**src/rtl/mips_pkg.sv**
```systemverilog
// ---------------------------------------------------------------------------
// mips_pkg
//   Shared encodings for the EXE-stage multiply/divide sequencer.
//   MD_* op codes match the 2-bit op field driven by EXE:
//     00 MULTU, 01 MULT, 10 DIVU, 11 DIV
//   Bit 1 selects divide and bit 0 selects signed arithmetic.
// ---------------------------------------------------------------------------
package mips_pkg;

   localparam logic [1:0] MD_MULTU = 2'b00;
   localparam logic [1:0] MD_MULT  = 2'b01;
   localparam logic [1:0] MD_DIVU  = 2'b10;
   localparam logic [1:0] MD_DIV   = 2'b11;

   typedef enum logic [1:0] {
      MD_IDLE  = 2'b00,
      MD_RUN   = 2'b01,
      MD_FIXUP = 2'b10,
      MD_DONE  = 2'b11
   } md_state_e;

endpackage

```
**src/rtl/muldiv_step.sv**
```systemverilog
// ---------------------------------------------------------------------------
// muldiv_step
//   One radix-2 iteration of the multiply/divide loop. This block is purely
//   combinational; the sequencer registers the result.
//   Ports:
//     i_acc  : {hi, lo} accumulator (2*XLEN)
//     i_opnd : multiplicand or divisor magnitude (XLEN)
//     i_div  : 0 = shift-add multiply, 1 = restoring divide
//     o_acc  : accumulator after this step
//   Multiply: the multiplier sits in lo and is consumed LSB first. The
//     partial sum is built in hi, and the carry is shifted back into hi.
//   Divide: the dividend sits in lo and is consumed MSB first. The remainder
//     sits in hi, and quotient bits shift into lo from the right.
// ---------------------------------------------------------------------------
module muldiv_step #(
   parameter int XLEN = 32
) (
   input  logic [2*XLEN-1:0] i_acc,
   input  logic [XLEN-1:0]   i_opnd,
   input  logic              i_div,
   output logic [2*XLEN-1:0] o_acc
);

   logic [XLEN-1:0]   w_hi;
   logic [XLEN-1:0]   w_lo;
   logic [XLEN:0]     w_sum;
   logic [2*XLEN-1:0] w_mul_acc;
   logic [XLEN:0]     w_trial;
   logic              w_ge;
   logic [XLEN-1:0]   w_diff;
   logic [2*XLEN-1:0] w_div_acc;

   assign w_hi = i_acc[2*XLEN-1:XLEN];
   assign w_lo = i_acc[XLEN-1:0];

   // Keep the carry out of the add so that full-range unsigned products are exact.
   assign w_sum     = {1'b0, w_hi} + {1'b0, i_opnd};
   assign w_mul_acc = w_lo[0] ? {w_sum, w_lo[XLEN-1:1]}
                              : {1'b0, w_hi, w_lo[XLEN-1:1]};

   // The shifted remainder needs XLEN+1 bits. Because rem < divisor before
   // the shift, any successful subtract fits back into XLEN bits.
   assign w_trial   = {w_hi, w_lo[XLEN-1]};
   assign w_ge      = (w_trial >= {1'b0, i_opnd});
   assign w_diff    = w_trial[XLEN-1:0] - i_opnd;
   assign w_div_acc = w_ge ? {w_diff,             w_lo[XLEN-2:0], 1'b1}
                           : {w_trial[XLEN-1:0],  w_lo[XLEN-2:0], 1'b0};

   assign o_acc = i_div ? w_div_acc : w_mul_acc;

endmodule

```
**src/rtl/exe_muldiv_seq.sv**
```systemverilog
// ---------------------------------------------------------------------------
// exe_muldiv_seq
//   Iterative MULT/MULTU/DIV/DIVU sequencer beside the EXE ALU.
//   The loop works on operand magnitudes for ITER cycles. One FIXUP cycle
//   then restores the signs, and DONE pulses for one cycle.
//   Ports:
//     clk, rst     : clock and asynchronous active-low reset
//     start, op    : request and operation (MD_* encoding)
//     Val1, Val2   : rs and rt operands, captured on the accept edge
//     flush        : aborts the operation in flight (wins over start)
//     stall        : holds IF/ID/EXE while the operation is outstanding
//     busy         : high in RUN or FIXUP
//     done         : one-cycle result-valid pulse
//     hi_out       : product upper half, or remainder
//     lo_out       : product lower half, or quotient
//     div_by_zero  : set by a divide with a zero divisor; cleared by the
//                    next accepted operation
// ---------------------------------------------------------------------------
module exe_muldiv_seq
   import mips_pkg::*;
#(
   parameter int XLEN = 32,
   parameter int ITER = XLEN
) (
   input  logic            clk,
   input  logic            rst,
   input  logic            start,
   input  logic [1:0]      op,
   input  logic [XLEN-1:0] Val1,
   input  logic [XLEN-1:0] Val2,
   input  logic            flush,
   output logic            stall,
   output logic            busy,
   output logic            done,
   output logic [XLEN-1:0] hi_out,
   output logic [XLEN-1:0] lo_out,
   output logic            div_by_zero
);

   localparam int             CW       = (ITER > 1) ? $clog2(ITER) : 1;
   localparam logic [CW-1:0]  CNT_LOAD = CW'(ITER - 1);

   md_state_e         r_state;
   logic [1:0]        r_op;
   logic              r_s1;
   logic              r_s2;
   logic [XLEN-1:0]   r_opnd;
   logic [2*XLEN-1:0] r_acc;
   logic [CW-1:0]     r_cnt;
   logic [XLEN-1:0]   r_hi;
   logic [XLEN-1:0]   r_lo;
   logic              r_done;
   logic              r_dbz;

   logic              w_accept;
   logic              w_s1;
   logic              w_s2;
   logic [XLEN-1:0]   w_abs1;
   logic [XLEN-1:0]   w_abs2;
   logic              w_div0;
   logic [2*XLEN-1:0] w_step_acc;
   logic [2*XLEN-1:0] w_prod;
   logic [XLEN-1:0]   w_quot;
   logic [XLEN-1:0]   w_rem;
   logic [XLEN-1:0]   w_fix_hi;
   logic [XLEN-1:0]   w_fix_lo;

   assign w_accept = start && !flush && (r_state == MD_IDLE || r_state == MD_DONE);

   // Signs are captured only for signed ops, so FIXUP does not need to
   // check op again to leave unsigned results alone.
   assign w_s1   = op[0] & Val1[XLEN-1];
   assign w_s2   = op[0] & Val2[XLEN-1];
   // The magnitude is read back as unsigned, so 0x80000000 stays exact.
   assign w_abs1 = w_s1 ? -Val1 : Val1;
   assign w_abs2 = w_s2 ? -Val2 : Val2;
   assign w_div0 = op[1] && (Val2 == '0);

   muldiv_step #(.XLEN(XLEN)) u_step (
      .i_acc  (r_acc),
      .i_opnd (r_opnd),
      .i_div  (r_op[1]),
      .o_acc  (w_step_acc)
   );

   // Sign restoration. The remainder follows the dividend. The quotient
   // of MIN / -1 wraps back to MIN, which is the architected result.
   assign w_prod = (r_op == MD_MULT && (r_s1 ^ r_s2)) ? -r_acc : r_acc;
   assign w_quot = (r_op == MD_DIV && (r_s1 ^ r_s2)) ? -r_acc[XLEN-1:0]
                                                    : r_acc[XLEN-1:0];
   assign w_rem  = (r_op == MD_DIV && r_s1) ? -r_acc[2*XLEN-1:XLEN]
                                           : r_acc[2*XLEN-1:XLEN];

   assign w_fix_hi = r_op[1] ? w_rem  : w_prod[2*XLEN-1:XLEN];
   assign w_fix_lo = r_op[1] ? w_quot : w_prod[XLEN-1:0];

   always_ff @(posedge clk or negedge rst) begin
      if (!rst) begin
         r_state <= MD_IDLE;
         r_op    <= MD_MULTU;
         r_s1    <= 1'b0;
         r_s2    <= 1'b0;
         r_opnd  <= '0;
         r_acc   <= '0;
         r_cnt   <= '0;
         r_hi    <= '0;
         r_lo    <= '0;
         r_done  <= 1'b0;
         r_dbz   <= 1'b0;
      end else if (flush) begin
         // Abort the operation in flight. The architected HI/LO and the
         // divide-by-zero flag keep their values.
         r_state <= MD_IDLE;
         r_cnt   <= '0;
         r_done  <= 1'b0;
      end else begin
         r_done <= 1'b0;
         unique case (r_state)
            MD_IDLE, MD_DONE: begin
               if (start) begin
                  r_op <= op;
                  if (w_div0) begin
                     r_hi    <= Val1;
                     r_lo    <= '1;
                     r_dbz   <= 1'b1;
                     r_done  <= 1'b1;
                     r_state <= MD_DONE;
                  end else begin
                     r_s1    <= w_s1;
                     r_s2    <= w_s2;
                     r_opnd  <= w_abs2;
                     r_acc   <= {{XLEN{1'b0}}, w_abs1};
                     r_cnt   <= CNT_LOAD;
                     r_dbz   <= 1'b0;
                     r_state <= MD_RUN;
                  end
               end else begin
                  r_state <= MD_IDLE;
               end
            end
            MD_RUN: begin
               r_acc <= w_step_acc;
               if (r_cnt == '0) begin
                  r_state <= MD_FIXUP;
               end else begin
                  r_cnt <= r_cnt - 1'b1;
               end
            end
            MD_FIXUP: begin
               r_hi    <= w_fix_hi;
               r_lo    <= w_fix_lo;
               r_done  <= 1'b1;
               r_state <= MD_DONE;
            end
            default: r_state <= MD_IDLE;
         endcase
      end
   end

   // The accept term makes stall rise in the issuing cycle itself.
   assign stall       = (r_state == MD_RUN) || (r_state == MD_FIXUP) || w_accept;
   assign busy        = (r_state == MD_RUN) || (r_state == MD_FIXUP);
   assign done        = r_done;
   assign hi_out      = r_hi;
   assign lo_out      = r_lo;
   assign div_by_zero = r_dbz;

endmodule

```
**config.mk**
```make
export PLATFORM = sky130hd
export DESIGN_NAME = exe_muldiv_seq
export DESIGN_NICKNAME = d
export VERILOG_FILES = /design/src/rtl/mips_pkg.sv /design/src/rtl/muldiv_step.sv /design/src/rtl/exe_muldiv_seq.sv
export SDC_FILE = /design/constraint.sdc
export NUM_CORES = 1
export LEC_CHECK = 0
export CORE_UTILIZATION = 53
export DETAILED_ROUTE_END_ITERATION = 12
export GPL_TIMING_DRIVEN = 0
export PLACE_DENSITY_LB_ADDON = 0.15
export REMOVE_ABC_BUFFERS = 1
export SLEW_MARGIN = 25
export SYNTH_ARGS = -nofsm -noshare
export SYNTH_HDL_FRONTEND = slang
export SYNTH_SLANG_ARGS = --single-unit
```
**constraint.sdc**
```tcl
create_clock -name clk -period 4.07 [get_ports clk]
set_clock_uncertainty 0.2 [all_clocks]
set_input_delay 0.407 -clock clk [delete_from_list [all_inputs] [get_ports clk]]
set_output_delay 0.407 -clock clk [all_outputs]
set_load 0.03 [all_outputs]
```
==> flow_metrics.py, run 1 <==
metrics = {
    "clock_tree": {
        "htreeDepth": 4,
        "clock_sinks": 173,
        "cts_root_buf": "clkbuf_16",
        "cts.path.max_buffers": 2,
        "clock_latency_ns": 0.44,
        "cts_buffers": 17,
        "tritoncts": "done",
        "cts.clk_slew.worst_paths_ns": 0.07,
    },
    "global_routing": {
        "gr-max-usage-layer": "met2",
        "grt_pass1_vias": 13700,
        "grt-ovfl-total": 0,
        "grt_pass1_wl_mm": 74.5,
        "antenna_found_initial": 0,
        "grt_max_degree": 92,
        "grtUsageMet3": 0.0376,
        "use_met1": 0.436,
        "met2_usage": 0.559,
        "grt_usage": 0.331,
    },
    "floorplanning": {
        "initial_core_util": 0.545,
        "die_h_um": 169,
        "rows": 60,
        "fp.dieW_um": 169,
        "ios": 138,
        "die_area_um2": 28600,
        "core_area_um2": 27200,
    },
    "logic_synthesis": {
        "synthDistinctLibCells": 80,
        "yosysSeqAreaShare": 0.292,
        "async_flop_share": 1.00,
        "yosys_warnings": 0,
        "netlist.area_leader.share": 0.292,
        "netlist.top_cell.by_area": "dfrtp_1",
        "synth_ff_type": "dfrtp_1",
        "syn_area_um2": 14800,
        "synth_edf_count": 0,
        "syn_avg_cell_area_um2": 7.91,
        "yosysMostFrequentCell": "nand2_1",
        "synth_seq_cells": 173,
        "ys_top_cells_by_count": "nand2_1 (205), o21ai_0 (185), dfrtp_1 (173), nor2_1 (160), a21oi_1 (156)",
        "syn_inst": 1872,
        "synth_area_leaders": "dfrtp_1 (29%), o21ai_0 (6.3%), ha_1 (6.1%), a21oi_1 (5.3%), nand2_1 (5.2%)",
    },
    "sta": {
        "fin_worst_hold_slack_ns": 0.276,
        "period_needed_ns": 3.94,
        "report.final.slew_viol_count": 0,
        "worst_slew_pin_slew_ns": 0.998,
        "min_period_over_period": 0.969,
        "setup_slack_ns": 0.128,
        "slew_headroom": 0.333,
        "hold_viol_final": 0,
        "setup_viol": 0,
        "rsz0062_at_grt": "no",
        "timing.fmax_mhz": 254,
    },
    "status": {
        "status": "finished clean",
    },
    "final_layout": {
        "final_cells": 2323,
        "drive_above_1_share": 0.0610,
        "antenna_cells": 0,
        "fill_cells": 2453,
        "fin_nets": 2082,
        "syn2layout_area_growth_pct": 16.8,
        "fin_area_um2": 17300,
    },
    "worst_setup_path": {
        "critical_path.max_fanout": 8,
        "path_class": "reg -> reg",
        "crit_path_end_kind": "flip-flop",
        "arrival_ns": 4.11,
        "reg2reg_from": "r_acc[50]$_DFFE_PN0P_",
        "start_kind": "flip-flop",
        "reg2reg_depth": 11,
        "r2r_slack_ns": 0.13,
        "required_ns": 4.24,
        "r2r_end": "r_acc[61]$_DFFE_PN0P_",
    },
    "worst_hold_path": {
        "holdPathStages": 1,
        "hold_start": "hi_out[2]$_DFFE_PN0P_",
        "hold_end": "hi_out[2]$_DFFE_PN0P_",
        "hold_path.class": "reg -> reg",
    },
    "place": {
        "io_buffers": 137,
        "hpwl_mm": 34.0,
        "dp_slack_ns": -0.984,
        "dp.cells": 2274,
        "place_congestion": 0.934,
        "post_dp_cell_area_um2": 16500,
    },
    "drt": {
        "routed_wl_mm": 47.4,
        "first_pass_iters": 5,
        "drc": 0,
        "drt_iter0_drc": 1214,
        "ant_nets": 0,
        "wl_per_cell_um": 20.4,
        "routed_via_density": 6.16,
        "vias": 14300,
    },
    "power_and_ir_drop": {
        "p_per_area_nw_per_um2": 938,
        "p_leak_nw": 7.33,
        "power_mw": 16.2,
        "ir_drop_uv": 363,
    },
    "run": {
        "drv_cap": 0,
    },
}
==> state kept, by name, indices dropped and copies added, names as in the netlist <==
register	count
r_acc	64
div_by_zero	1
r_opnd	32
r_s1	1
r_cnt	5
r_s2	1
done	1
lo_out	32
r_state	2
r_op	2
hi_out	32
==> repair_timing <==
action	4_1_cts	5_1_grt
pin swaps	2	5
endpoints found under the hold margin	82	0
gates resized for setup	14	12
hold buffers	1	0
endpoints found under the setup margin	102	54
buffers inserted	2	7
cloned	3	3
==> worst max-delay path by stage <==
stage                                      start  cells after the start                     end
after floorplan           r_state[0]$_DFFE_PN0P_                      6  hi_out[30]$_DFFE_PN0P_
after detailed placement                Val2[10]                     10   r_acc[27]$_DFFE_PN0P_
after global routing       r_acc[40]$_DFFE_PN0P_                     11   r_acc[63]$_DFFE_PN0P_
after global placement                       rst                      1  r_opnd[23]$_DFFE_PN0P_
final                      r_acc[50]$_DFFE_PN0P_                     11   r_acc[61]$_DFFE_PN0P_
after CTS                  r_acc[50]$_DFFE_PN0P_                     10   r_acc[61]$_DFFE_PN0P_
==> worst max-delay path, cell delays in order, from the launching register on <==
cell       delay [ns]
dfrtp_1          0.51
ha_2             0.46
and3_1           0.21
nand2_1          0.11
or4_1            0.61
o21ai_2          0.27
a2111oi_4        0.07
buf_4            0.20
or2_4            0.31
or4_1            0.59
a31oi_1          0.20
a22o_1           0.14
==> cell usage in the layout, fill, tap and decap left out, drive strengths merged, types with 65 or more instances in the layout <==
| master | Yosys | layout |
|---|---|---|
| o21ai | 197 | 197 |
| clkdlybuf4s50 | 0 | 136 |
| mux2i | 65 | 65 |
| xor2 | 82 | 82 |
| dfrtp | 173 | 173 |
| a21oi | 156 | 156 |
| nor2 | 162 | 162 |
| nand2 | 205 | 205 |
| ha | 72 | 72 |
| inv | 73 | 80 |
| xnor2 | 82 | 82 |
==> metrics by stage <==
step	setup TNS, ns	util
final	0	0.636
after detailed placement	-85.46	0.606
after global routing	0	0.636
after global placement	-1375.31	0.595
after floorplan	-126.48	-
after CTS	0	0.632
==> layout make-up <==
cell class                 instances  area [um^2]  area share
timing repair buffer             157         1680      0.0973
inverter                          73          278      0.0161
clock buffer                      18          439      0.0254
sequential                       173         4340       0.251
tap                              372          465      0.0269
multi-input combinational       1515         9940       0.575
timing repair inverter             1         5.00    0.000289
clock inverter                    14          146     0.00847
==> metal layers <==
layer / share of wire / vias up / routed length (um)
met4: 0.031 / 0 / 1490
met1: 0.43 / 6797 / 20500
met3: 0.057 / 88 / 2710
met5: 0 / - / 0
li1: - / 6904 / -
met2: 0.48 / 521 / 22700
==> power breakdown <==
group | internal (mW) | switching (mW) | total (mW)
registers | 2.47 | 1.14 | 3.61
logic | 4.39 | 6.54 | 10.9
clock network | 0.838 | 0.846 | 1.68
==> cell families (layout without fill, tap and decap cells) <==
| kind of cell | Yosys count | in the layout | share of synthesized area |
|---|---|---|---|
| AOI/OAI and AO/OA | 613 | 613 | 0.258 |
| xor gates and xnor gates | 164 | 164 | 0.0970 |
| adders and majority gates | 74 | 74 | 0.0636 |
| buffers and inverters | 189 | 263 | 0.0494 |
| DFF | 173 | 173 | 0.292 |
| muxes | 68 | 68 | 0.0462 |
| and+or+nand+nor | 591 | 596 | 0.193 |
(Power assumes the default switching activity.)
==> inputs of run 2 (changes only) <==
==> constraint.sdc (replaced) <==
create_clock -name clk -period 4.07 [get_ports clk]
set_clock_uncertainty 0.2 [all_clocks]
set_input_delay 0.814 -clock clk [delete_from_list [all_inputs] [get_ports clk]]
set_output_delay 0.814 -clock clk [all_outputs]
set_load 0.03 [all_outputs]
==> flow_metrics.py, run 2 (synthesis gave the netlist of run 1 again) <==
metrics = {
    "place": {
        "dp_slack_ns": -1.39,
        "place_congestion": 0.934,
        "io_buffers": 137,
        "hpwl_mm": 34.0,
        "dp.cells": 2274,
    },
    "worst_setup_path": {
        "crit_start": "r_acc[52]$_DFFE_PN0P_",
        "reg2reg_depth": 10,
        "path_class": "reg -> reg",
        "required_ns": 4.24,
        "critical_path.max_fanout": 9,
        "r2r_end": "r_acc[61]$_DFFE_PN0P_",
        "crit_end": "r_acc[61]$_DFFE_PN0P_",
        "r2r_slack_ns": 0.11,
        "crit_path_end_kind": "flip-flop",
        "arrival_ns": 4.13,
        "start_kind": "flip-flop",
        "reg2reg_from": "r_acc[52]$_DFFE_PN0P_",
    },
    "drt": {
        "routed_wl_mm": 47.6,
        "routed_via_density": 6.18,
        "first_pass_iters": 5,
        "ant_nets": 0,
        "vias": 14300,
        "wl_per_cell_um": 20.5,
        "drc": 0,
        "drt_iter0_drc": 1292,
    },
    "global_routing": {
        "grt_pass1_vias": 13700,
        "grt_usage": 0.333,
        "antenna_found_initial": 0,
        "grt_max_degree": 92,
        "use_met1": 0.437,
        "grtUsageMet3": 0.0400,
        "grt-ovfl-total": 0,
        "met2_usage": 0.561,
        "grt_pass1_wl_mm": 74.8,
        "gr-max-usage-layer": "met2",
    },
    "sta": {
        "worst_slew_pin_slew_ns": 1.02,
        "hold_viol_final": 0,
        "report.final.slew_viol_count": 0,
        "min_period_over_period": 0.972,
        "timing.fmax_mhz": 253,
        "period_needed_ns": 3.96,
        "setup_slack_ns": 0.113,
        "slew_headroom": 0.317,
        "rsz0062_at_grt": "yes",
        "setup_viol": 0,
    },
    "final_layout": {
        "antenna_cells": 0,
        "fin_nets": 2081,
        "largest_register": "r_acc",
        "most-common-layout-cells": "nand2_1 (205), o21ai_0 (182), dfrtp_1 (169)",
        "final_cells": 2322,
        "largest_reg_flops": 64,
        "syn2layout_area_growth_pct": 17.1,
        "drive_above_1_share": 0.0626,
        "final_common_cell": "nand2_1",
    },
    "power_and_ir_drop": {
        "p_leak_nw": 7.35,
        "ir_drop_uv": 363,
        "p_per_area_nw_per_um2": 932,
    },
    "clock_tree": {
        "cts.path.max_buffers": 2,
        "cts_root_buf": "clkbuf_16",
        "cts_buffers": 17,
        "clock_latency_ns": 0.44,
        "clock_sinks": 173,
        "htreeDepth": 4,
        "cts.clk_slew.worst_paths_ns": 0.08,
        "tritoncts": "done",
    },
    "floorplanning": {
        "rows": 60,
        "fp.dieW_um": 169,
        "die_h_um": 169,
        "initial_core_util": 0.545,
        "core_area_um2": 27200,
        "die_area_um2": 28600,
        "ios": 138,
    },
    "run": {
        "drv_cap": 0,
    },
    "status": {
        "status": "finished clean",
    },
    "worst_hold_path": {
        "hold_path.class": "in -> async",
    },
}
-- run 2: what timing repair did --
| item | in CTS | in global routing |
|---|---|---|
| cloned | 3 | 2 |
| setup endpoints to repair | 167 | 91 |
| setup buffers | 7 | 4 |
| pin swaps | 3 | 4 |
| hold buffers | 0 | 0 |
| hold endpoints to repair | 0 | 0 |
| gates resized for setup | 14 | 17 |
-- run 2: worst max-delay path: stages (launching register included) --
cell     delay, ns
dfrtp_1       0.51
ha_1          0.49
and3_1        0.25
nand2_1       0.12
or4_1         0.60
o21ai_2       0.27
a41oi_2       0.15
or2_4         0.39
or4_1         0.58
a31oi_1       0.19
a22o_1        0.13
-- run 2: metal layers --
layer	up-vias	share of wire
li1	6894	-
met1	6831	0.43
met2	535	0.48
met3	89	0.058
met4	0	0.028
met5	-	0
-- run 2: cell type report --
| type | instances | area (um^2) |
|---|---|---|
| fillers | 2446 | 9850 |
| inverters | 73 | 278 |
| flip-flops and latches | 173 | 4340 |
| repair inverters | 1 | 5.00 |
| well taps | 372 | 465 |
| clock buffers | 18 | 439 |
| multi-input cells | 1514 | 9980 |
| clock inverters | 14 | 146 |
| repair buffers | 157 | 1680 |
-- run 2: worst min-delay path by stage --
stage | from | end | slack (ns) | cells after the start
after CTS | rst | lo_out[5]$_DFFE_PN0P_ | 0.18 | 1
after global placement | hi_out[2]$_DFFE_PN0P_ | hi_out[2]$_DFFE_PN0P_ | 0.26 | 1
after detailed placement | hi_out[2]$_DFFE_PN0P_ | hi_out[2]$_DFFE_PN0P_ | 0.27 | 1
final | rst | r_acc[5]$_DFFE_PN0P_ | 0.14 | 1
after global routing | rst | r_acc[5]$_DFFE_PN0P_ | 0.19 | 1
after floorplan | r_s2$_DFFE_PN0P_ | r_s2$_DFFE_PN0P_ | 0.27 | 2
-- run 2: where the power goes --
group	switching [mW]	total (mW)	leakage (nW)	internal [mW]
clock network	0.849	1.69	0.285	0.838
logic	6.52	10.9	4.98	4.34
registers	1.14	3.60	2.09	2.47
total	8.51	16.2	7.35	7.64
-- run 2: stage by stage --
step	setup TNS, ns	cell area (um^2)	total power, mW	hold WS (ns)	util
after CTS	0	17200	15.9	0.184	0.633
after floorplan	-151.31	14300	10.7	0.269	-
after global routing	-0.0183	17300	17.3	0.193	0.638
after detailed placement	-153.19	16500	13.9	0.265	0.606
after global placement	-1503.14	16200	13.4	0.262	0.595
final	0	17300	16.2	0.139	0.638
==> inputs of run 3 (changes only) <==
--- a/config.mk
+++ b/config.mk
@@ -10,7 +10,7 @@
 export GPL_TIMING_DRIVEN = 0
 export PLACE_DENSITY_LB_ADDON = 0.15
 export REMOVE_ABC_BUFFERS = 1
-export SLEW_MARGIN = 25
+export SLEW_MARGIN = 0
 export SYNTH_ARGS = -nofsm -noshare
 export SYNTH_HDL_FRONTEND = slang
 export SYNTH_SLANG_ARGS = --single-unit
==> flow_metrics.py, run 3 (synthesis gave the netlist of run 1 again) <==
metrics = {
    "final_layout": {
        "drive_above_1_share": 0.0677,
        "largest_register": "r_acc",
        "largest_reg_flops": 64,
        "antenna_cells": 0,
        "fin_nets": 2081,
        "fill_cells": 2430,
        "multi_input_area_um2": 10000,
        "final_util": 0.638,
        "final_common_cell": "nand2_1",
        "most-common-layout-cells": "nand2_1 (205), o21ai_0 (182), dfrtp_1 (166)",
        "seqCellArea_um2": 4340,
        "syn2layout_area_growth_pct": 17.2,
    },
    "global_routing": {
        "grt_pass1_wl_mm": 74.5,
        "grt_usage": 0.332,
        "grt-ovfl-total": 0,
        "grt_pass1_vias": 13600,
        "grt_max_degree": 109,
        "antenna_found_initial": 0,
    },
    "power_and_ir_drop": {
        "ir_drop_uv": 472,
        "p_leak_nw": 7.32,
        "p_per_area_nw_per_um2": 926,
    },
    "drt": {
        "routed_wl_mm": 47.3,
        "first_pass_iters": 5,
        "vias": 14300,
        "drt_iter0_drc": 1209,
        "wl_per_cell_um": 20.4,
        "routed_via_density": 6.18,
        "ant_nets": 0,
        "drc": 0,
    },
    "clock_tree": {
        "cts.path.max_buffers": 2,
        "tritoncts": "done",
        "htreeDepth": 4,
        "clock_sinks": 173,
        "ctsHoldBuffers": 0,
        "clock_latency_ns": 0.44,
        "cts.clk_slew.worst_paths_ns": 0.08,
        "cts_buffers": 17,
        "cts_root_buf": "clkbuf_16",
    },
    "sta": {
        "min_period_over_period": 0.979,
        "fin_setup_tns_ns": 0,
        "period_needed_ns": 3.99,
        "hold_viol_final": 0,
        "timing.fmax_mhz": 251,
        "worst_slew_pin_slew_ns": 1.08,
        "setup_viol": 0,
        "slew_headroom": 0.278,
        "report.final.slew_viol_count": 0,
    },
    "worst_setup_path": {
        "crit_buf_inv": 1,
        "crit_path_end_kind": "flip-flop",
        "slowest_delay_ns": 0.64,
        "start_kind": "flip-flop",
        "path_class": "reg -> reg",
        "reg2reg_depth": 11,
        "cp.depth": 11,
        "cp_cell_sequence": "ha_1 > nor2b_2 > nand3_1 > or4_1 > o21ai_4 > a41oi_2 > or2_4 > buf_12 > or4_1 > a31oi_1 > a22o_1",
        "critPathTopFamily": "simple AND/OR/NAND/NOR gates",
        "crit_path_top_delay_cell": "or4_1",
        "required_ns": 4.25,
        "arrival_ns": 4.16,
        "critical_path.max_fanout": 27,
        "crit_path_frequent_cell": "or4_1",
    },
    "floorplanning": {
        "ios": 138,
        "die_h_um": 169,
        "rows": 60,
        "die_area_um2": 28600,
        "fp.dieW_um": 169,
        "initial_core_util": 0.545,
        "core_area_um2": 27200,
    },
    "place": {
        "hpwl_mm": 34.4,
        "io_buffers": 137,
        "place_congestion": 0.934,
    },
    "worst_hold_path": {
        "hold_path.class": "in -> async",
    },
    "status": {
        "status": "finished clean",
    },
    "run": {
        "drv_cap": 0,
    },
}
run 3: layer usage:
| metal | vias up | global-route usage | share of wire |
|---|---|---|---|
| met2 | 479 | 0.568 | 0.48 |
| met3 | 73 | 0.0374 | 0.052 |
| met5 | - | 0 | 0 |
| li1 | 6903 | - | - |
| met1 | 6878 | 0.434 | 0.44 |
| met4 | 0 | 0.114 | 0.026 |
run 3: report_power, final:
group / switching (mW) / total (mW) / internal, mW
Combinational: 6.39 / 10.8 / 4.37
Clock: 0.817 / 1.62 / 0.804
Sequential: 1.21 / 3.68 / 2.47
Total: 8.42 / 16.1 / 7.64
run 3: per-stage QoR:
stage | instances | hold WS (ns) | worst slack [ns] | power, mW | area (um^2)
2_1_floorplan | 1756 | 0.269 | -1.97 | 10.7 | 14300
3_3_place_gp | 2265 | 0.262 | -5.47 | 13.4 | 16200
3_5_place_dp | 2275 | 0.265 | -1.35 | 13.9 | 16400
4_1_cts | 2315 | 0.133 | -0.00193 | 15.8 | 17200
5_1_grt | 2321 | 0.143 | -0.00626 | 17.2 | 17300
6_report | 2321 | 0.112 | 0.0835 | 16.1 | 17300
run 3: path summary, 6_finish.rpt:
check                                        end  slack, ns             startpoint
setup / recovery           r_acc[61]$_DFFE_PN0P_       0.08  r_acc[62]$_DFFE_PN0P_
hold / removal              r_acc[5]$_DFFE_PN0P_       0.11                    rst
setup reg to reg           r_acc[61]$_DFFE_PN0P_       0.08  r_acc[62]$_DFFE_PN0P_
hold reg to reg            hi_out[2]$_DFFE_PN0P_       0.28  hi_out[2]$_DFFE_PN0P_
max in group asynchronous    r_op[1]$_DFFE_PN0P_       2.54                    rst
min in group clk           hi_out[2]$_DFFE_PN0P_       0.28  hi_out[2]$_DFFE_PN0P_
run 3: final cells by class:
type	count	area share
multi-input combinational	1513	0.577
timing repair buffer	159	0.0977
tap	372	0.0268
inverter	73	0.0160
sequential	173	0.250
clock inverter	14	0.00765
clock buffer	17	0.0245
run 3: repair_timing:
item / CTS / global route
gates cloned: 2 / 1
gates resized for setup: 19 / 27
setup endpoints to repair: 136 / 85
pin swaps: 3 / 4
setup buffers: 7 / 5
==> RTL change 1: new RTL, flow settings as in run 2 <==
`XLEN` is set to 32 in 2 places; all go to 16.
--- a/src/rtl/muldiv_step.sv
+++ b/src/rtl/muldiv_step.sv
@@ -14,5 +14,5 @@
 // ---------------------------------------------------------------------------
 module muldiv_step #(
-   parameter int XLEN = 32
+   parameter int XLEN = 16
 ) (
    input  logic [2*XLEN-1:0] i_acc,
--- a/src/rtl/exe_muldiv_seq.sv
+++ b/src/rtl/exe_muldiv_seq.sv
@@ -20,5 +20,5 @@
    import mips_pkg::*;
 #(
-   parameter int XLEN = 32,
+   parameter int XLEN = 16,
    parameter int ITER = XLEN
 ) (
Interface: changed (resized Val1, Val2, hi_out and lo_out); port bits go from 138 to 74. No check against the original RTL was run, so the function may have changed too.
==> RTL change 1 against run 2 <==
- sequential cell count fell by 81
- area after synthesis fell by 51%
- routed wire length fell by 58%
- total power fell by 55%
- design area fell by 51%
- sequential share of layout area rose by 2.1 points
- global-route usage fell by 3.8 points
- worst hold slack improved by 0.037 ns
- combinational power fell by 58%
- cell count fell by 53%
- setup slack improved by 0.026 ns
==> RTL change 1: results (changes against run 2) <==
final period utilization 96.6% (was 97.2%); I/O Buffers 73 (was 137); sequential area share after synthesis 31.7% (was 29.2%); Peak VDD IR 0.000316 V (was 0.000363 V); setup bufs post-CTS 0 (was 7); Top FF cell, synth dfrtp_1 (unchanged); clk pwr 0.894 mW (was 1.69 mW); Synth Instances 876 (was 1872); Reg power frac 25.8% (was 22.3%); Initial DRT Pass Iterations 5 (unchanged); ANT cells 0 (unchanged); slowest stage delay, CP 0.76 ns (was 0.60 ns); TritonCTS buffer count 9 (was 17); Slew HR 35.8% (was 31.7%); share of layout cells above drive strength 1 5.85% (was 6.26%); r2r setup slk 0.51 ns (was 0.11 ns); crit-path max FO 6 (was 9); average wire per standard cell 18.2 µm (was 20.5 µm); Largest Register r_acc (unchanged); largest cells by area after synthesis dfrtp_1 32%, ha_1 6.7%, o21ai_0 6.3% (was dfrtp_1 29%, o21ai_0 6.3%, ha_1 6.1%); CP max stage cell a31oi_1 (was or4_1); CP Launch Point Val2[5] (was r_acc[52]); Total Nets Final 997 (was 2081); placed cells 1082 (was 2274); RR Startpoint r_acc[0] (was r_acc[52]); RR Endpoint hi_out[14] (was r_acc[61]); Synth cell types 64 (was 80); CP arrival 3.97 ns (was 4.13 ns); GP Congestion 0.962 (was 0.934); P_sw 3.52 mW (was 8.51 mW); Lkg Pwr 3.60 nW (was 7.35 nW); Placed Area 8170 µm² (was 16500 µm²); Crit path max-delay family simple AND/OR/NAND/NOR gates (unchanged); vias in the first global route 6524 (was 13700); first-pass GRT wire length 33.0 mm (was 74.8 mm); Final Hold Slack 0.175 ns (was 0.139 ns); Yosys warning total 0 (unchanged); Setup crit end r_acc[28] (was r_acc[61]); gr usage total 29.5% (was 33.3%); DR iter-0 viols 422 (was 1292); run status finished, final reports clean (unchanged); Switching Fraction 48.0% (was 52.7%); max reg flops 32 (was 64); Post-Place Setup Slack -0.983 ns (was -1.39 ns); dpl hpwl 15.0 mm (was 34.0 mm); Total Wirelength 20.0 mm (was 47.6 mm); worst-skew pair later-pin latency 0.36 ns (was 0.44 ns); Post-synth top cells 103 x nand2_1, 92 x dfrtp_1, 91 x o21ai_0 (was 205 x nand2_1, 185 x o21ai_0, 173 x dfrtp_1); DR vias/cell 6.08 (was 6.18); H-tree depth 3 (was 4); largest net degree at the start of global routing 48 (was 92)
==> RTL change 1: cell types whose count changed after synthesis, sizes merged, moves of 17 or more <==
cell	run 2	this run
a21oi	156	61
a31oi	50	11
clkbuf	95	37
dfrtp	173	92
ha	72	39
inv	73	39
mux2i	65	24
nand2	205	103
nor2	162	57
nor3	40	22
o21ai	197	91
or4	21	4
xnor2	82	50
xor2	82	30
==> RTL change 1: cell families after synthesis <==
kind of cell	Yosys count	synth area share [%]
AOI/OAI and AO/OA	279	24.6
and+or+nand+nor	263	17.2
DFF	92	31.7
buffers and inverters	86	4.58
xor gates and xnor gates	80	9.64
adders and majority gates	41	7.27
muxes	35	5.01
==> RTL change 1: worst reg2reg max path, stage by stage (launching register included) <==
cell	delay, ns
dfrtp_1	0.97
inv_1	0.31
ha_1	0.33
nand2b_1	0.20
nor3_1	0.13
a311o_1	0.43
a41oi_1	0.30
xnor2_1	0.20
nand2_1	0.08
a21oi_1	0.17
o22ai_1	0.09
==> RTL change 1: cell type report <==
| type | count | area, µm² |
|---|---|---|
| clock inverters | 7 | 80.1 |
| multi-input cells | 699 | 4680 |
| well taps | 176 | 220 |
| clock buffers | 9 | 225 |
| inverters | 39 | 146 |
| flip-flops and latches | 92 | 2300 |
| fillers | 1190 | 4800 |
| repair buffers | 77 | 835 |
==> RTL change 1: timing repair <==
action / 4_1_cts / 5_1_grt
gates resized for setup: 2 / 1
pin swaps: 1 / 0
setup endpoints to repair: 21 / 2
cloned: 1 / 0
==> RTL change 1: metal layers <==
layer  GRT usage, %  vias to the layer above  routed length, µm
li1               -                     3239                  -
met1           36.1                     3206               8640
met2           51.7                      193              10000
met3           3.93                       44                729
met4           12.4                        0                634
met5              0                        -                  0
==> RTL change 2: new RTL, config.mk and constraints of run 2 <==
Without the edit above. Encoding of `md_state_e`: now Gray code (2 bits for 4 states).
--- a/src/rtl/mips_pkg.sv
+++ b/src/rtl/mips_pkg.sv
@@ -16,6 +16,6 @@
       MD_IDLE  = 2'b00,
       MD_RUN   = 2'b01,
-      MD_FIXUP = 2'b10,
-      MD_DONE  = 2'b11
+      MD_FIXUP = 2'b11,
+      MD_DONE  = 2'b10
    } md_state_e;
 
Behaviour: same outputs for any inputs over 4 cycles, from zero or initial values and one cycle with rst low; so few cycles prove little.
==> RTL change 2 against run 2 <==
- area after synthesis shrank 1.4%
- sequential cell count stayed put
- design area shrank 1.2%
- routed wire length decreased by 8.5%
- setup slack worse by 0.0050 ns
- sequential power fell by 10%
- total power decreased by 24%
- highest routed layer unchanged
==> RTL change 2: results (changes against run 2) <==
crit-path max FO 17 (was 9); Synth cell types 77 (was 80); ANT cells 0 (unchanged); number of antenna violations at the first check in global routing 0 (unchanged); fill cell count 2396 (was 2446); met3 Use GR 3.08% (was 4.00%); share of layout cells above drive strength 1 6.21% (was 6.26%); dpl hpwl 32.1 mm (was 34.0 mm); length of routed met3 wiring 2.17 mm (was 2.78 mm); Total Nets Final 2079 (was 2081); run status finished, final reports clean (unchanged); DRC viols 0 (unchanged); TritonCTS buffer count 17 (unchanged); worst-skew pair later-pin latency 0.45 ns; min-delay worst type in2async (unchanged); grt ovf 0 (unchanged); vias in the first global route 13200 (was 13700); DR iter-0 viols 1256 (was 1292); Clock Path Buffers 2 (unchanged); Worst-path clk slew 0.08 ns (about the same); TNS Setup 0 ns (unchanged); gr usage total 31.3% (was 33.3%); met2 WL post-DR 20.9 mm (was 23.0 mm); Largest Register r_acc (unchanged); Peak VDD IR 0.000295 V (was 0.000363 V); average wire per standard cell 19.0 µm (was 20.5 µm); Lkg Pwr 7.25 nW (was 7.35 nW); Post-synth top cells 235 x nand2_1, 184 x nor2_1, 173 x dfrtp_1 (was 205 x nand2_1, 185 x o21ai_0, 173 x dfrtp_1); first-pass GRT wire length 70.0 mm (was 74.8 mm); H-tree depth 4 (unchanged); DR vias/cell 6.11 (was 6.18); sequential area share after synthesis 29.7% (was 29.2%); largest cells by area after synthesis dfrtp_1 30%, nand2_1 6.0%, ha_1 6.0% (was dfrtp_1 29%, o21ai_0 6.3%, ha_1 6.1%); met2 Use GR 54.0% (was 56.1%); Least-Margin Pin Slew 1.03 ns (was 1.02 ns); Initial DRT Pass Iterations 5 (unchanged); Post-synth ARST share 100% (unchanged); GP Congestion 0.920 (was 0.934); I/O Buffers 137 (unchanged); met1 track demand over resource 41.2% (was 43.7%); Yosys warning total 0 (unchanged); max reg flops 64 (unchanged); top sig layer met4 (unchanged); Root Driver clkbuf_16 (unchanged); WL met1 19.3 mm (was 20.5 mm); Top FF cell, synth dfrtp_1 (unchanged); largest net degree at the start of global routing 84 (was 92)
[RTL change 2: cell types whose count changed after synthesis, moves of 14 or more]
cell / delta
nand2_1: +30
o21ai_1: +27
or3_1: -14
a31oi_1: -21
o21ai_0: -24
mux2i_1: -15
nor2_1: +24
[RTL change 2: what timing repair did]
item	CTS	global route
setup buffers	6	7
endpoints found under the setup margin	113	79
resized for setup	11	12
pin swaps	4	7
gates cloned	3	1
[RTL change 2: report_power, final]
| group | leakage [nW] | internal (mW) | total, mW | switching, mW |
|---|---|---|---|---|
| clock network | 0.276 | 0.819 | 1.64 | 0.825 |
| registers | 2.11 | 2.31 | 3.23 | 0.924 |
| logic | 4.87 | 3.15 | 7.41 | 4.25 |
| total | 7.25 | 6.28 | 12.3 | 6.00 |
[RTL change 2: worst max-delay path: stages]
cell and delay (ns):
clkdlybuf4s50_1 0.44, inv_1 0.09, ha_1 0.16, or3b_4 0.43, nor4_4 0.29, nand2_1 0.13
or3b_4 0.51, o21ai_4 0.21, clkbuf_16 0.19, and2_4 0.17, buf_6 0.21, nand2_1 0.09
o31ai_1 0.09, a31oi_1 0.07, a31oi_1 0.20
[RTL change 2: area by class of cell]
cell class / count / share of cell area, %
Multi-Input combinational cell: 1513 / 56.2
Sequential cell: 173 / 25.3
Timing Repair Buffer: 165 / 11.0
Clock buffer: 18 / 2.51
Tap cell: 341 / 2.49
Inverter: 66 / 1.58
Clock inverter: 14 / 0.863
Timing Repair inverter: 1 / 0.0292
[RTL change 2: path summary, 6_finish.rpt]
path / from / endpoint / slack [ns] / cells past startpoint
worst max register to register: r_acc[37] / r_acc[63] / 0.19 / 10
min in group clk: hi_out[3] / hi_out[3] / 0.29 / 2
max in group asynchronous: rst / r_op[1] / 2.84 / 2
worst min register to register: hi_out[3] / hi_out[3] / 0.29 / 2
worst max-delay path: Val2[1] / r_acc[56] / 0.11 / 15
worst min-delay path: rst / done / 0.04 / 1
[RTL change 2: per-stage QoR]
step | cells | worst slack, ns | instance area [µm²] | power, mW | util, %
after CTS | 2283 | 0.00102 | 17000 | 12.2 | 63.1
after global placement | 2230 | -5.34 | 15900 | 10.2 | 58.9
after floorplan | 1752 | -2.13 | 14100 | 8.15 | -
after detailed placement | 2242 | -1.53 | 16300 | 10.4 | 60.4
after global routing | 2291 | 0.00782 | 17100 | 13.2 | 63.5
final | 2291 | 0.108 | 17100 | 12.3 | 63.5
[RTL change 2: logic make-up (layout without fill, tap and decap cells)]
family | after synthesis | in the layout | share of synthesized area (%)
compound gates | 592 | 592 | 24.9
xor+xnor | 166 | 166 | 9.97
fa+ha+maj | 72 | 72 | 6.28
buf+inv | 185 | 264 | 5.12
flops | 173 | 173 | 29.7
mux | 58 | 58 | 4.05
simple gates | 625 | 625 | 20.0
